### config.mk
export PLATFORM = sky130hd
export DESIGN_NAME = multi_debounce
export DESIGN_NICKNAME = d
export VERILOG_FILES = /design/src/rtl/debounce_pkg.sv /design/src/rtl/debounce_channel.sv /design/src/rtl/multi_debounce.sv
export SDC_FILE = /design/constraint.sdc
export NUM_CORES = 1
export LEC_CHECK = 0
export CORE_AREA = 2 2 67 69
export CTS_BUF_LIST = sky130_fd_sc_hd__clkbuf_8 sky130_fd_sc_hd__clkbuf_16
export DETAILED_ROUTE_END_ITERATION = 10
export DIE_AREA = 0 0 69 71
export HOLD_SLACK_MARGIN = 0.05
export REMOVE_ABC_BUFFERS = 1
export SLEW_MARGIN = 10
export SYNTH_ARGS = -nofsm -noshare
export SYNTH_HDL_FRONTEND = slang
export SYNTH_HIERARCHICAL = 1
export SYNTH_SLANG_ARGS = --single-unit
### constraint.sdc
create_clock -name i_clk -period 1.8 [get_ports i_clk]
set_clock_uncertainty 0.05 [all_clocks]
set_input_delay 0.18 -clock i_clk [delete_from_list [all_inputs] [get_ports i_clk]]
set_output_delay 0.18 -clock i_clk [all_outputs]
set_load 0.01 [all_outputs]
### src/rtl/debounce_pkg.sv
// Shared constants and width helper for the multi-channel debouncer.
package debounce_pkg;

  localparam int DEF_CNT_N    = 7;
  localparam int DEF_PRESCALE = 1;
  localparam int DEF_HOLD_N   = 0;

  // Bit width needed to count 0..v-1, never less than one bit.
  function automatic int clog2_min1(input int v);
    return (v <= 2) ? 1 : $clog2(v);
  endfunction

endpackage

### src/rtl/debounce_channel.sv
// One debounce lane: 2-flop synchroniser, stability down-counter, debounced
// level with registered edge pulses, and optional long-press detector.
module debounce_channel
  import debounce_pkg::*;
#(
  parameter int CNT_N     = DEF_CNT_N,
  parameter int HOLD_N    = DEF_HOLD_N,
  parameter bit RST_LEVEL = 1'b1,
  parameter bit PRESS_LVL = 1'b0
) (
  input  logic clk,
  input  logic rst,
  input  logic tick,
  input  logic raw,
  output logic level,
  output logic rise,
  output logic fall,
  output logic hold
);

  localparam int CNT_BIT = clog2_min1(CNT_N + 1);

  logic               sync_a;
  logic               sync_b;
  logic [CNT_BIT-1:0] cnt;
  logic               flip;
  logic               level_nxt;

  always_comb begin
    flip      = tick && (sync_b != level) && (cnt == '0);
    level_nxt = level ^ flip;
  end

  always_ff @(posedge clk) begin
    if (rst) begin
      sync_a <= RST_LEVEL;
      sync_b <= RST_LEVEL;
      level  <= RST_LEVEL;
      cnt    <= CNT_BIT'(CNT_N);
      rise   <= 1'b0;
      fall   <= 1'b0;
    end else begin
      sync_a <= raw;
      sync_b <= sync_a;
      level  <= level_nxt;
      rise   <= flip & ~level;
      fall   <= flip & level;
      // Any matching tick reloads, so a single bounce restarts the whole window.
      if (tick) begin
        if ((sync_b == level) || (cnt == '0)) cnt <= CNT_BIT'(CNT_N);
        else                                  cnt <= cnt - 1'b1;
      end
    end
  end

  generate
    if (HOLD_N > 0) begin : g_hold
      localparam int HOLD_BIT = clog2_min1(HOLD_N + 1);
      logic [HOLD_BIT-1:0] hcnt;

      // Only ticks where the level was already pressed before and after the
      // edge are counted, so the press-edge tick is skipped and release clears at once.
      always_ff @(posedge clk) begin
        if (rst) begin
          hcnt <= '0;
          hold <= 1'b0;
        end else begin
          hold <= 1'b0;
          if (level_nxt != PRESS_LVL) begin
            hcnt <= '0;
          end else if ((level == PRESS_LVL) && tick && (hcnt != HOLD_BIT'(HOLD_N))) begin
            hcnt <= hcnt + 1'b1;
            hold <= (hcnt == HOLD_BIT'(HOLD_N - 1));
          end
        end
      end
    end else begin : g_no_hold
      assign hold = 1'b0;
    end
  endgenerate

endmodule

### src/rtl/multi_debounce.sv
// CH-channel button/switch debouncer with a shared sample-rate prescaler.
module multi_debounce
  import debounce_pkg::*;
#(
  parameter int CH        = 4,
  parameter int CNT_N     = DEF_CNT_N,
  parameter int PRESCALE  = DEF_PRESCALE,
  parameter int HOLD_N    = DEF_HOLD_N,
  parameter bit RST_LEVEL = 1'b1,
  parameter bit PRESS_LVL = 1'b0
) (
  input  logic          i_clk,
  input  logic          i_rst,
  input  logic [CH-1:0] i_in,
  output logic [CH-1:0] o_level,
  output logic [CH-1:0] o_pos,
  output logic [CH-1:0] o_neg,
  output logic [CH-1:0] o_hold
);

  localparam int PRE_BIT = clog2_min1(PRESCALE);

  logic [PRE_BIT-1:0] pre;
  logic               tick;

  // With PRESCALE=1 the counter sits at 0 and tick stays high every cycle.
  assign tick = (pre == PRE_BIT'(PRESCALE - 1));

  always_ff @(posedge i_clk) begin
    if (i_rst)     pre <= '0;
    else if (tick) pre <= '0;
    else           pre <= pre + 1'b1;
  end

  generate
    for (genvar c = 0; c < CH; c++) begin : g_ch
      debounce_channel #(
        .CNT_N     (CNT_N),
        .HOLD_N    (HOLD_N),
        .RST_LEVEL (RST_LEVEL),
        .PRESS_LVL (PRESS_LVL)
      ) u_ch (
        .clk   (i_clk),
        .rst   (i_rst),
        .tick  (tick),
        .raw   (i_in[c]),
        .level (o_level[c]),
        .rise  (o_pos[c]),
        .fall  (o_neg[c]),
        .hold  (o_hold[c])
      );
    end
  endgenerate

endmodule
-- After elaboration in Yosys (flattened, before gate mapping)
Cells that the tools add are included.
- $add $sub $neg: 5
- eq/ne operators: 8
- muxes and demuxes: 4
- bitwise logic cells: 17
- reduce and logical (&&, ||, !) cells: 17
- operators with widths (operator ; count):
    $logic_not 3->1 ; 4
    $mux 3 ; 4
    $sub 3x1->3 const B ; 4
    $and 1x1->1 ; 8
    $logic_and 1x1->1 ; 8
    $not 1->1 ; 5
    $eq 1x1->1 ; 4
    $logic_or 1x1->1 ; 4
    $ne 1x1->1 ; 4
    $xor 1x1->1 ; 4
    $reduce_or 2->1 ; 1
    $add 1x1->1 const B ; 1
- bits in registers: 33
- input port bits: 6
- word-level logic and storage cells: 76

-- Longest topological paths before layout
- word-level depth: 4
- mapped depth: 6
- depth with buffers taken out: 6

-- Cells and area by module
Netlist, hierarchy kept.
- modules (own cells, without submodules) (module ; instances ; cells each ; area each (um^2) ; seq. area each (um^2)):
    debounce_channel ; 4 ; 35 ; 344.1 ; 160.2
    multi_debounce ; 1 ; 3 ; 27.5 ; 20.0

-- Worst setup path before layout
No wires, ideal clock.
- path kind: flip-flop to flip-flop
- start point: register g_ch[0].u_ch.cnt[0]
- end point: register g_ch[0].u_ch.level
- library setup time: 0.117 ns
- data arrival time: 1.233 ns
- data required time: 1.633 ns
- setup slack: 0.400 ns
- stages on the path, launching flop included: 7
- buffers on the path: 0
- path through: dfxtp_1 inv_1 ha_1 ha_1 and3_1 ha_1 nand2b_1
- word-level cells in the longest chain between the ends: 3
- RTL lines (item ; line ; RTL):
    start, declared ; debounce_channel.sv:25 ; logic [CNT_BIT-1:0] cnt;
    start signal, assigned ; debounce_channel.sv:39 ; cnt <= CNT_BIT'(CNT_N);
    start signal, assigned ; debounce_channel.sv:50 ; if ((sync_b == level) || (cnt == '0)) cnt <= CNT_BIT'(CNT_N);
    start signal, assigned ; debounce_channel.sv:51 ; else cnt <= cnt - 1'b1;
    $logic_not 3->1 ; debounce_channel.sv:30 ; flip = tick && (sync_b != level) && (cnt == '0);
    $logic_and 1x1->1 ; debounce_channel.sv:30 ;
    $xor 1x1->1 ; debounce_channel.sv:31 ; level_nxt = level ^ flip;
    end signal, assigned ; debounce_channel.sv:45 ; level <= level_nxt;
    end, declared ; debounce_channel.sv:15 ; output logic level,
Every way passes these cells.
A chain may end at the register's enable or synchronous reset.

-- Final worst setup path
- start point: register pre
- end point: register g_ch[3].u_ch.level
- word-level cells in the longest chain between the ends: 4
- RTL lines (item ; line ; RTL):
    start, declared ; multi_debounce.sv:23 ; logic [PRE_BIT-1:0] pre;
    start signal, assigned ; multi_debounce.sv:32 ; else pre <= pre + 1'b1;
    $not 1->1 (no source line) ; n/a ;
    via tick ; multi_debounce.sv:24 ; logic tick;
    $logic_and 1x1->1 (2 in series) ; debounce_channel.sv:30 ;
    $xor 1x1->1 ; debounce_channel.sv:31 ;
    end signal, assigned ; debounce_channel.sv:45 ;
    end, declared ; debounce_channel.sv:15 ;
The timed path passes the listed nets, and every way through them passes these cells.

==> impl_metrics.tcl <==
set metrics [dict create \
    h-tree-depth 2 \
    cts_resized 0 \
    cts_setup_buffers 0 \
    synth_top_area_cell "dfxtp_1" \
    netlist_area_sq_um 1400 \
    end_kind "flop" \
    period_needed_ns 1.53 \
    gp_congestion 0.696 \
    start_util 0.334 \
    internal-power_mw 1.03 \
    outcome "finished clean" \
    yosysMostFrequentCell "dfxtp_1" \
    dp_slack_ns 0.295 \
    grt_remaining_overflow 0 \
    synth_edf_count 0 \
    clk_latency_ns 0.28 \
    setup_violations 0 \
    synth-seq-cells 33 \
    nets 182 \
    fp.dieH_um 71 \
    drtIter0Drc 39 \
    path_cells "inv_1, and3_1, ha_1, nand2b_1" \
    slew_headroom 0.526 \
    criticalPathCategory "reg2reg" \
    coreArea_sq_um 4200 \
    antenna_cells_inserted 0 \
    drtPass1Iterations 2 \
    cts_tree "yes" \
    grt_use_total 0.0994 \
    drt_wl_total_um 2270 \
    cp_max_fo 28 \
    gr-usage-met2 0.172 \
    arrival_ns 1.70 \
    vias 964 \
    cts.sinks 33 \
    synth_common_cells "dfxtp_1, inv_1, ha_1" \
    rrSetupSlack_ns 0.27 \
    combPwrFrac 0.047 \
    vias_per_cell 4.53 \
    whs_path_depth 1 \
    maxCapViolations 0 \
    peakVddDrop_mv 0.248 \
    pwr-share-clk 0.393 \
    rsz0062_at_grt "no" \
    cts_hold_buf 0 \
    netlist_top_cells_area "dfxtp_1, ha_1, inv_1" \
    regArea_sq_um 661 \
    synthArstFlopShare 0 \
    switching_share 0.226 \
    ys_types 18 \
    rows 24 \
    io_pins 22 \
    holdPathEnd "g_ch[3].u_ch/sync_b" \
    cts.clk_slew.worst_paths_ns 0.07 \
    synth_ff_type "dfxtp_1" \
    synth.avg_cell_area_sq_um 9.82 \
    dp_hpwl_um 1540 \
    first_global_vias 907 \
    multi_input_area_sq_um 629 \
    grt_most_used_layer "met2" \
    cts_root_buf "clkbuf_8" \
    timing.fmax_mhz 655 \
    min_from "g_ch[3].u_ch/sync_a" \
    cts_buffer_depth 2 \
    synth_top_area_frac 0.471 \
    seqPwrFrac 0.560 \
    die_w_um 69 \
    cp-start-kind "flop" \
    layout-drive-gt1-share 0.0994 \
    fillers 416 \
    portBuffers 17 \
    setup_slack_ns 0.273 \
    power_leakage_nw 0.848 \
    final-hold-violation-count 0 \
    critPathRequiredTime_ns 1.97 \
    pwr_density_cell_nw_per_um2 788 \
    drtAntennaViolNets 0 \
    switchingPower_mw 0.302 \
    use_met3 0.0442 \
    r2r-start "pre" \
    period_share 0.848 \
    drt-wirelength-per-cell_um 10.7 \
    use_met1 0.104 \
    yosys_warnings 6 \
    grt_pass1_wl_um 3900 \
    rr_worst_depth 4 \
    drv_slew 0 \
    tightest_slew_ns 0.711 \
    dieArea_sq_um 4900 \
    setup-tns-final_ns 0 \
    drc 0 \
    synth_cells 143 \
    slowest_stage "inv_1" \
    grt_max_degree 45 \
    syn2layout_area_growth_pct 20.5 \
    cts_buffers 5 \
    hold_path_class "reg2reg" \
    seq_area_frac_synth 0.471 \
    rr_endpoint "g_ch[3].u_ch/level" \
    critPathMaxStageDelay_ns 0.52 \
    antenna_found_initial 0 \
]
flip-flops by register name, indices dropped and copies added (netlist names):
signal	count
g_ch.u_ch/cnt	12
g_ch.u_ch/fall	4
g_ch.u_ch/level	4
g_ch.u_ch/rise	4
g_ch.u_ch/sync_a	4
g_ch.u_ch/sync_b	4
pre	1
kinds of logic (layout without fill, tap and decap cells):
family	Yosys count	after routing	share of synthesized area
simple gates	48	48	0.210
xor+xnor	4	4	0.0250
flops	33	33	0.471
compound gates	12	12	0.0570
buf+inv	25	43	0.0811
fa+ha+maj	16	16	0.143
other cells	5	5	0.0134
layout make-up:
| class | instances | area share |
|---|---|---|
| sequential | 33 | 0.391 |
| multi-input combinational | 85 | 0.372 |
| timing repair buffer | 18 | 0.112 |
| clock buffer | 5 | 0.0407 |
| tap | 52 | 0.0385 |
| inverter | 17 | 0.0377 |
| clock inverter | 3 | 0.00814 |
metrics by stage:
stage / utilization / cell area [sq um] / std cells / total power [mW] / hold WS (ns)
CTS: 0.402 / 1690 / 213 / 1.36 / 0.363
detailed placement: 0.383 / 1610 / 205 / 0.826 / 0.347
finish: 0.402 / 1690 / 213 / 1.33 / 0.361
floorplan: - / 1350 / 135 / 0.791 / 0.202
global placement: 0.383 / 1610 / 205 / 0.823 / 0.342
global route: 0.402 / 1690 / 213 / 1.39 / 0.380
metal layers:
metal,vias to the layer above,share of wire
li1,498,-
met2,14,0.50
met3,2,0.045
met4,0,0.0097
met1,450,0.45
met5,-,0
cell usage in the layout, fill, tap and decap left out, drive strengths merged, types with 5 or more instances in the layout:
cell type and n:
nor3 12, clkbuf 5, dfxtp 33, clkdlybuf4s50 17, conb 5, or2 8, inv 18, nor2b 8
ha 16
power by group through the flow:
stage	Sequential [mW]	Clock, mW	Combinational, mW
5_1_grt	0.747	0.575	0.0701
2_1_floorplan	0.762	0	0.0290
4_1_cts	0.746	0.546	0.0634
6_report	0.746	0.524	0.0631
3_5_place_dp	0.763	0	0.0632
3_3_place_gp	0.762	0	0.0603
worst max-delay path by stage:
stage,startpoint,endpoint,slack (ns)
CTS,pre,g_ch[3].u_ch/level,0.27
floorplan,g_ch[0].u_ch/cnt[0],g_ch[0].u_ch/level,0.40
detailed placement,g_ch[3].u_ch/cnt[0],g_ch[3].u_ch/level,0.30
global route,pre,g_ch[3].u_ch/level,0.14
global placement,pre,g_ch[1].u_ch/level,0.35
finish,pre,g_ch[3].u_ch/level,0.27
worst max-delay path, delay by kind of cell (launching register included):
| kind | cells | cell delay, ns |
|---|---|---|
| fa+ha+maj | 1 | 0.23 |
| flops | 1 | 0.30 |
| simple gates | 2 | 0.37 |
| buf+inv | 1 | 0.52 |
Note: power is estimated with default switching activity, not from simulation.
